## config.mk

```make
export PLATFORM = sky130hd
export DESIGN_NAME = seg_display_scan_flat
export DESIGN_NICKNAME = d
export VERILOG_FILES = /design/src/rtl/seg_display_scan_pkg.sv /design/src/rtl/seg_display_scan_if.sv /design/src/rtl/seg_display_scan_hex7seg.sv /design/src/rtl/seg_display_scan.sv /design/src/flat_wrapper.sv
export SDC_FILE = /design/constraint.sdc
export NUM_CORES = 1
export LEC_CHECK = 0
export BUFFER_PORTS_ARGS = -buffer_cell sky130_fd_sc_hd__buf_2
export CAP_MARGIN = 20
export CORE_UTILIZATION = 45
export DETAILED_ROUTE_END_ITERATION = 7
export GPL_TIMING_DRIVEN = 1
export HOLD_SLACK_MARGIN = 0.12
export PLACE_DENSITY = 0.69
export SLEW_MARGIN = 20
export SYNTH_ARGS = -nofsm -noshare
export SYNTH_HDL_FRONTEND = slang
export SYNTH_SLANG_ARGS = --single-unit
```

## constraint.sdc

```tcl
create_clock -name clk_i -period 3.5 [get_ports clk_i]
set_input_delay 0.35 -clock clk_i [delete_from_list [all_inputs] [get_ports clk_i]]
set_output_delay 0.35 -clock clk_i [all_outputs]
set_load 0.1 [all_outputs]
```

## src/rtl/seg_display_scan_pkg.sv

```systemverilog
// Shared glyph table and polarity helper for the multiplexed
// 7-segment scanner.
package seg_display_scan_pkg;

  // Active-high {G,F,E,D,C,B,A}; b and d are lowercase glyphs
  localparam logic [6:0] HEX_GLYPH [0:15] = '{
    7'h3F, 7'h06, 7'h5B, 7'h4F,
    7'h66, 7'h6D, 7'h7D, 7'h07,
    7'h7F, 7'h6F, 7'h77, 7'h7C,
    7'h39, 7'h5E, 7'h79, 7'h71
  };

  localparam logic [6:0] SEG_OFF = 7'h00;

  function automatic logic [6:0] pol7(
    input logic [6:0] v,
    input bit         lo
  );
    return lo ? ~v : v;
  endfunction

endpackage

```

## src/rtl/seg_display_scan_if.sv

```systemverilog
// Load/brightness inputs and multiplexed display pins of the
// segment scanner.
interface seg_display_scan_if #(
  parameter int DIGITS   = 4,
  parameter int BRIGHT_W = 4
);
  logic [4*DIGITS-1:0] num;
  logic [DIGITS-1:0]   dp;
  logic                load;
  logic                lzb;
  logic [BRIGHT_W-1:0] bright;
  logic [DIGITS-1:0]   ds_en;
  logic [6:0]          ds_seg;
  logic                ds_dp;
  logic                frame;

  modport master (
    output num, dp, load, lzb, bright,
    input  ds_en, ds_seg, ds_dp, frame
  );

  modport slave (
    input  num, dp, load, lzb, bright,
    output ds_en, ds_seg, ds_dp, frame
  );
endinterface

```

## src/rtl/seg_display_scan_hex7seg.sv

```systemverilog
// Nibble to active-high 7-segment glyph, purely combinational.
module seg_display_scan_hex7seg (
  input  logic [3:0] nib_i,
  output logic [6:0] seg_o
);
  import seg_display_scan_pkg::*;

  assign seg_o = HEX_GLYPH[nib_i];
endmodule

```

## src/rtl/seg_display_scan.sv

```systemverilog
// N-digit time-multiplexed hex display driver with shadow load,
// leading-zero blanking, PWM dimming and inter-digit dead time.
module seg_display_scan #(
  parameter int DIGITS     = 4,
  parameter int DIV_W      = 16,
  parameter int SLOT_LEN   = 50000,
  parameter int BRIGHT_W   = 4,
  parameter bit SEG_ACT_LO = 1'b1,
  parameter bit EN_ACT_LO  = 1'b1
) (
  input logic clk_i,
  input logic rst_i,
  seg_display_scan_if.slave bus
);
  import seg_display_scan_pkg::*;

  localparam int IDX_W = (DIGITS > 1) ? $clog2(DIGITS) : 1;
  localparam logic [DIV_W-1:0] SLOT_LAST = DIV_W'(SLOT_LEN - 1);
  localparam logic [IDX_W-1:0] IDX_LAST  = IDX_W'(DIGITS - 1);

  logic [DIV_W-1:0]    slot_q, slot_d;
  logic [IDX_W-1:0]    idx_q, idx_d;
  logic [BRIGHT_W-1:0] pwm_q;
  logic [4*DIGITS-1:0] shadow_q, shadow_d;
  logic [4*DIGITS-1:0] disp_q, disp_d;
  logic [DIGITS-1:0]   sdp_q, sdp_d;
  logic [DIGITS-1:0]   ddp_q, ddp_d;
  logic                pend_q, pend_d;

  logic [DIGITS-1:0]   en_q, en_d;
  logic [6:0]          seg_q, seg_d;
  logic                dp_q, dp_d;
  logic                frame_q;

  logic                slot_wrap, boundary;
  logic                lit, blank, run;
  logic [DIGITS-1:0]   lz;
  logic [3:0]          nib;
  logic [6:0]          glyph;

  seg_display_scan_hex7seg u_dec (
    .nib_i (nib),
    .seg_o (glyph)
  );

  always_comb begin
    slot_wrap = (slot_q == SLOT_LAST);
    boundary  = slot_wrap && (idx_q == IDX_LAST);
    slot_d    = slot_wrap ? '0 : slot_q + DIV_W'(1);
    idx_d     = idx_q;
    if (slot_wrap)
      idx_d = (idx_q == IDX_LAST) ? '0 : idx_q + IDX_W'(1);
    // A load on the boundary cycle re-arms pending for the next frame
    pend_d   = bus.load | (pend_q & ~boundary);
    shadow_d = bus.load ? bus.num : shadow_q;
    sdp_d    = bus.load ? bus.dp : sdp_q;
    disp_d   = (boundary && pend_q) ? shadow_q : disp_q;
    ddp_d    = (boundary && pend_q) ? sdp_q : ddp_q;
  end

  always_comb begin
    lz  = '0;
    run = 1'b1;
    for (int k = DIGITS - 1; k >= 0; k--) begin
      run   = run & (disp_q[4*k +: 4] == 4'd0);
      lz[k] = run;
    end
    nib   = disp_q[4*int'(idx_q) +: 4];
    blank = bus.lzb && (idx_q != '0) && lz[idx_q];
    lit   = (slot_q != '0) &&
            ((&bus.bright) || (pwm_q < bus.bright));
    en_d  = (lit ? (DIGITS'(1) << idx_q) : '0)
            ^ {DIGITS{EN_ACT_LO}};
    seg_d = pol7(blank ? SEG_OFF : glyph, SEG_ACT_LO);
    dp_d  = (~blank & ddp_q[idx_q]) ^ SEG_ACT_LO;
  end

  always_ff @(posedge clk_i) begin
    if (rst_i) begin
      slot_q   <= '0;
      idx_q    <= '0;
      pwm_q    <= '0;
      shadow_q <= '0;
      sdp_q    <= '0;
      disp_q   <= '0;
      ddp_q    <= '0;
      pend_q   <= 1'b0;
      en_q     <= {DIGITS{EN_ACT_LO}};
      seg_q    <= {7{SEG_ACT_LO}};
      dp_q     <= SEG_ACT_LO;
      frame_q  <= 1'b0;
    end else begin
      slot_q   <= slot_d;
      idx_q    <= idx_d;
      pwm_q    <= pwm_q + BRIGHT_W'(1);
      shadow_q <= shadow_d;
      sdp_q    <= sdp_d;
      disp_q   <= disp_d;
      ddp_q    <= ddp_d;
      pend_q   <= pend_d;
      en_q     <= en_d;
      seg_q    <= seg_d;
      dp_q     <= dp_d;
      frame_q  <= boundary;
    end
  end

  assign bus.ds_en  = en_q;
  assign bus.ds_seg = seg_q;
  assign bus.ds_dp  = dp_q;
  assign bus.frame  = frame_q;
endmodule

```

## src/flat_wrapper.sv

```systemverilog
// flat-port wrapper written by rule: the top's interface ports become plain ports
module seg_display_scan_flat import seg_display_scan_pkg::*;
#(
  parameter int DIGITS     = 4,
  parameter int DIV_W      = 16,
  parameter int SLOT_LEN   = 50000,
  parameter int BRIGHT_W   = 4,
  parameter bit SEG_ACT_LO = 1'b1,
  parameter bit EN_ACT_LO  = 1'b1
)
  (clk_i, rst_i, bus_num, bus_dp, bus_load, bus_lzb, bus_bright, bus_ds_en, bus_ds_seg, bus_ds_dp, bus_frame);
  seg_display_scan_if #(.DIGITS(DIGITS), .BRIGHT_W(BRIGHT_W)) bus_i ();
  input logic clk_i;
  input logic rst_i;
  input wire logic [$bits(bus_i.num)-1:0] bus_num;
  input wire logic [$bits(bus_i.dp)-1:0] bus_dp;
  input wire logic [$bits(bus_i.load)-1:0] bus_load;
  input wire logic [$bits(bus_i.lzb)-1:0] bus_lzb;
  input wire logic [$bits(bus_i.bright)-1:0] bus_bright;
  output wire logic [$bits(bus_i.ds_en)-1:0] bus_ds_en;
  output wire logic [$bits(bus_i.ds_seg)-1:0] bus_ds_seg;
  output wire logic [$bits(bus_i.ds_dp)-1:0] bus_ds_dp;
  output wire logic [$bits(bus_i.frame)-1:0] bus_frame;
  assign bus_i.num = bus_num;
  assign bus_i.dp = bus_dp;
  assign bus_i.load = bus_load;
  assign bus_i.lzb = bus_lzb;
  assign bus_i.bright = bus_bright;
  assign bus_ds_en = bus_i.ds_en;
  assign bus_ds_seg = bus_i.ds_seg;
  assign bus_ds_dp = bus_i.ds_dp;
  assign bus_frame = bus_i.frame;
  seg_display_scan #(.DIGITS(DIGITS), .DIV_W(DIV_W), .SLOT_LEN(SLOT_LEN), .BRIGHT_W(BRIGHT_W), .SEG_ACT_LO(SEG_ACT_LO), .EN_ACT_LO(EN_ACT_LO)) u_core (.clk_i(clk_i), .rst_i(rst_i), .bus(bus_i));
endmodule
```

After elaboration in Yosys (flattened, before gate mapping)
Memory sizes are Yosys's and may differ from the RTL's. Cells that the tools add are included. W data, S select, Z words.

Add/sub/neg operators: 3. $lt $le $gt $ge: 3. Eq/ne operators: 2. Shift-type cells: 2. Muxes and demuxes: 9. Bitwise logic cells: 12. Reduce and logical (&&, ||, !) cells: 14.

Operators with widths (number): $mux W7 (3); $add A16 B1 Y16 const B (1); $eq A16 B16 Y1 const B (1); $logic_not A4 Y1 (4); $reduce_bool A16 Y1 (1); $shiftx A16 B5 Y4 (1); $not A7 Y7 (1); $and A1 B1 Y1 (5); $ge A5 B5 Y1 const B (1); $logic_and A1 B1 Y1 (5); $not A4 Y5 (1); $add A4 B1 Y4 const B (1); $bmux W1 S2 (2); $lt A4 B4 Y1 (1); $mux W4 (1); $not A4 Y4 (1); $reduce_and A4 Y1 (1); $shl A1 B2 Y4 const A (1); $lt A2 B3 Y1 const B (1); $not A1 Y1 (3); $add A2 B1 Y2 const B (1); $eq A2 B2 Y1 const B (1); $mux W1 (2); $mux W2 (1); 4 further kinds (4).

Bits in registers: 76. Memory bits (read-only): 112. Word-level logic and storage cells: 58. Memories: 1.

Memory list: (name not given) (depth 16, bits a word 7, read ports 1, clocked after memory_dff 0, wr ports 0, RTL line seg_display_scan_hex7seg.sv:8) `assign seg_o = HEX_GLYPH[nib_i];`.

Longest topological paths before layout
Depth after elaboration: 10. Depth in mapped cells: 7.

Cells and area by module
Synthesis repeated with hierarchy kept, for this count alone.

Cells, all modules: 367. Area, all modules: 3563.4 um^2.

By module, submodules not included: seg_display_scan (times used 1, cells each 334, area an instance 3275.6 um^2, sequential area each 1521.5 um^2); seg_display_scan_hex7seg (times used 1, cells each 33, area an instance 287.8 um^2, sequential area each 0.0 um^2).

Worst setup path before layout
OpenSTA, ideal clock, no wires.

Kind: register to register. Start: reg u_core.idx_q[0]. End: reg u_core.seg_q[0], in the netlist u_core.bus.ds_seg[0]. Setup time: 0.144 ns. Arrival: 2.137 ns. Required time: 3.356 ns. Slack: 1.219 ns. Stages on the path, launching flop included: 7. Cell sequence: dfxtp_1 > clkbuf_1 > mux4_2 > ha_1 > or3_1 > a21oi_1 > o31ai_1.

Longest elaborated chain between the ends: 7. Elaborated cells on any way between the ends: 12. Classes of those cells: shift (1); mux (5); bitwise (2); reduce/logical (3); memory (1).

Ends and longest elaborated chain: start: declaration (RTL line seg_display_scan.sv:22) `logic [IDX_W-1:0] idx_q, idx_d;`; start signal: assignment (RTL line seg_display_scan.sv:94) `idx_q <= idx_d;`; $shiftx A16 B5 Y4 (RTL line seg_display_scan.sv:68) `nib = disp_q[4*int'(idx_q) +: 4];`; $not A4 Y5 (implied by the code) (RTL line seg_display_scan_hex7seg.sv:8); $mem_v2 Z16 W7; $mux W7 (implied by the code) (2 in a row) (RTL line seg_display_scan_hex7seg.sv:8); $mux W7 (*) (RTL line seg_display_scan.sv:74) `seg_d = pol7(blank ? SEG_OFF : glyph, SEG_ACT_LO);`; $not A7 Y7 (*) (RTL line seg_display_scan_pkg.sv:19) `return lo ? ~v : v;`; end signal: assignment (RTL line seg_display_scan.sv:89) `seg_q <= {7{SEG_ACT_LO}};`; end signal: assignment (RTL line seg_display_scan.sv:102) `seg_q <= seg_d;`; end: declaration (RTL line seg_display_scan.sv:31) `logic [6:0] seg_q, seg_d;`.

Every way passes the cells marked *; elsewhere a longest branch is shown, timed or not. The select of a mux whose other input is x is not followed. A chain may end at the register's enable or synchronous reset.

Final worst setup path
Start: reg u_core.slot_q[13]. End: reg u_core.slot_q[7].

Longest elaborated chain between the ends: 2.

Ends and longest elaborated chain: start: declaration (RTL line seg_display_scan.sv:21) `logic [DIV_W-1:0] slot_q, slot_d;`; start signal: assignment (RTL line seg_display_scan.sv:93) `slot_q <= slot_d;`; $eq A16 B16 Y1 (RTL line seg_display_scan.sv:47) `slot_wrap = (slot_q == SLOT_LAST);`; $reduce_or A2 Y1 (no line).

Every way passes these cells.

==> results.cfg <==
[status]
status = completed

[timing]
setup-tns-final_ns = 0
fmax_ghz = 0.413
fin_ws_ns = 1.08
holdWs_ns = 0.214
finalCriticalPeriod_ns = 2.42
drv_slew = 0
hold_viol_final = 0
tightest_slew_ns = 0.908
skew_ns = 0.0129
relSlewSlack_pct = 39.5
rsz0062_at_grt = false
finalSetupViolCount = 0
min_period_over_period_pct = 69.2

[synthesis]
ys_types = 42
synth_ff_type = dfxtp_1
ys_seq_area_share_pct = 43.2
syn_area_sq_um = 3520
synth_top_area_share_pct = 43.2
synth_edf_count = 0
syn_inst = 378
synth.avg_cell_area_sq_um = 9.32
syn_nets = 422
synth_area_leaders = dfxtp_1 (43%), mux2i_1 (6.8%), ha_1 (5.7%)
synthArstFlopShare_pct = 0
yosysWarnings = 0
synth-seq-cells = 76
yosys.area.top_type = dfxtp_1

[placement]
place_hpwl_um = 4890
gp_congestion = 0.837
placed_cell_area_sq_um = 3770
io_buffers = 40
dpl_worst_slack_ns = 1.09

[route]
first_pass_iters = 4
wirelength_met1_um = 3730
drc = 0
drtIter0Drc = 154
drt-vias-per-instance = 5.58
avgRoutedWirePerCell_um = 14.3
dr_wl_met3_um = 323
final_antenna_net_count = 0
routed-via-count = 2834
top_layer = met4
wl_um = 7240
route.met2.wl_um = 3110

[critical_path]
cp.arrival_ns = 2.64
worstSetupPathType = reg2reg
crit_family = simple AND/OR/NAND/NOR gates
crit_slowest_cell = or4_1
start_kind = register
critPathCaptureType = register
critPathMaxFanout = 26
r2r_slack_ns = 1.08
reg2reg_from = u_core.slot_q[13]
path_depth = 5
r2r-end = u_core.slot_q[7]
cp_num_buf_inv = 1
crit_path_end = u_core.slot_q[7]
cp_cell_sequence = or4_1 > or4_1 > buf_4 > o21bai_2 > nor2_1
cpPeakStageDelay_ns = 0.54
cp-startpoint = u_core.slot_q[13]
rr_worst_depth = 5
crit_top_cell = or4_1
worstPathRequired_ns = 3.72

[final_layout]
postLayoutCellArea_sq_um = 3980
area_delta_synth_final_pct = 12.8
final_nets = 448
drive_above_1_share_pct = 17.4
diodes = 0

[clock_tree]
cts_resized = 0
cts_hold_buffers = 0
clk_path_buf_depth = 2
postCtsSetupRepairBufs = 0
clkTransAtPathRegs_ns = 0.09
clk_latency_ns = 0.36
cts_htree_levels = 3
cts_buffers = 9
cts_tree = yes
cts.sinks = 76
cts-root-buf = clkbuf_8

[die]
start_util_pct = 47.6
pin_count = 41
fp-row-count = 31
die_h_um = 90.5
dieWidth_um = 90.5
die_area_sq_um = 8190
core-area_sq_um = 7410

[power_and_ir_drop]
peakVddDrop_uv = 314
pwr_density_cell_nw_per_um2 = 434
power_leakage_nw = 1.49

[worst_hold_path]
holdCritPathClass = in2reg

[global_routing]
grt_max_degree = 53
globalRouteOverflowTotal = 0
grt_pass1_wl_um = 12400
grt_antenna_before_repair = 0
grt_pass1_vias = 2534
grt_usage_pct = 19.1

[job]
max_cap_violations = 0
-- synth_stat cells (2+ instances only) --
| cell | number |
|---|---|
| dfxtp_1 | 76 |
| nor2_1 | 41 |
| a21oi_1 | 28 |
| nand4_1 | 28 |
| mux2i_1 | 24 |
| o31ai_1 | 23 |
| clkbuf_1 | 22 |
| ha_1 | 16 |
| inv_1 | 14 |
| nand3_1 | 9 |
| nand2_1 | 8 |
| xnor2_1 | 8 |
| xor2_1 | 7 |
| or3_1 | 6 |
| mux2_2 | 5 |
| nor4_1 | 5 |
| o211ai_1 | 5 |
| o21ai_0 | 5 |
| or4_1 | 5 |
| a211oi_1 | 4 |
| buf_1 | 4 |
| mux4_2 | 4 |
| and3_1 | 3 |
| nand3b_1 | 3 |
| a31oi_1 | 2 |
| and2_1 | 2 |
| buf_2 | 2 |
| nor2b_1 | 2 |
| nor4b_1 | 2 |
| o21ai_1 | 2 |
| o221ai_1 | 2 |
-- how the worst min path moves through the flow --
stage,startpoint,endpoint,cells after the start
final,bus_num[12],u_core.shadow_q[12],3
after global routing,bus_num[11],u_core.shadow_q[11],3
after CTS,bus_num[11],u_core.shadow_q[11],3
after detailed placement,u_core.slot_q[0],u_core.slot_q[0],1
after global placement,u_core.slot_q[0],u_core.slot_q[0],1
after floorplan,u_core.pwm_q[0],u_core.pwm_q[0],1
-- cells by family (layout without fill, tap and decap cells) --
logic type	Yosys count	in the layout	synth area share (%)
AO/OA/AOI/OAI	77	77	14.2
XOR/XNOR	15	15	3.73
adder cells (fa/ha/maj)	16	16	5.68
buffers and inverters	43	74	4.65
flip-flops	76	76	43.2
multiplexers	33	33	11.0
AND/OR/NAND/NOR	118	118	17.6
-- final cells by class --
class | instances | area (sq um)
clock buffer | 9 | 124
timing repair buffer | 43 | 223
clock inverter | 7 | 82.6
fill | 698 | 3430
tap | 99 | 124
multi-input combinational | 259 | 1840
inverter | 15 | 56.3
sequential | 76 | 1520
-- layer usage --
layer,up-vias,global-route usage [%]
li1,1436,-
met2,53,26.8
met5,-,0
met4,0,6.85
met1,1337,27.5
met3,8,5.81
-- sequential cells by signal, summed over array words and instances (netlist names) --
signal             count
u_core.bus.ds_en       4
u_core.slot_q         16
u_core.bus.ds_seg      7
u_core.ddp_q           4
u_core.idx_q           2
u_core.bus.ds_dp       1
u_core.pwm_q           4
u_core.pend_q          1
u_core.sdp_q           4
u_core.disp_q         16
u_core.shadow_q       16
u_core.bus.frame       1
-- report_power, final --
group          internal (mW)  switching (mW)  total, mW
registers              0.889          0.0142      0.904
clock network          0.340           0.355      0.695
logic                 0.0428          0.0828      0.126
total                   1.27           0.452       1.72
-- worst min-delay path: cells and delay by family --
family / cells / cell delay [ns]
simple gates: 1 / 0.07
mux: 1 / 0.05
buf+inv: 1 / 0.08
-- layout by cell type (no fill, tap or decap), drive strengths merged, types with 6 or more instances in the layout --
cell    synthesis  layout
or3             6       6
inv            14      17
nand4          28      28
nor2           41      41
a21oi          28      28
nand2           8       8
buf             6      43
mux2i          24      24
o21ai           7       7
nand3           9       9
clkbuf         22       9
dfxtp          76      76
xor2            7       7
o31ai          23      23
xnor2           8       8
ha             16      16
-- metrics by stage --
stage | cells | power (mW) | util (%)
3_3_place_gp | 492 | 1.05 | 50.9
2_1_floorplan | 378 | 1.02 | -
6_report | 508 | 1.72 | 53.7
4_1_cts | 508 | 1.74 | 53.7
5_1_grt | 508 | 1.80 | 53.7
3_5_place_dp | 492 | 1.05 | 50.9
(Power assumes the default switching activity.)
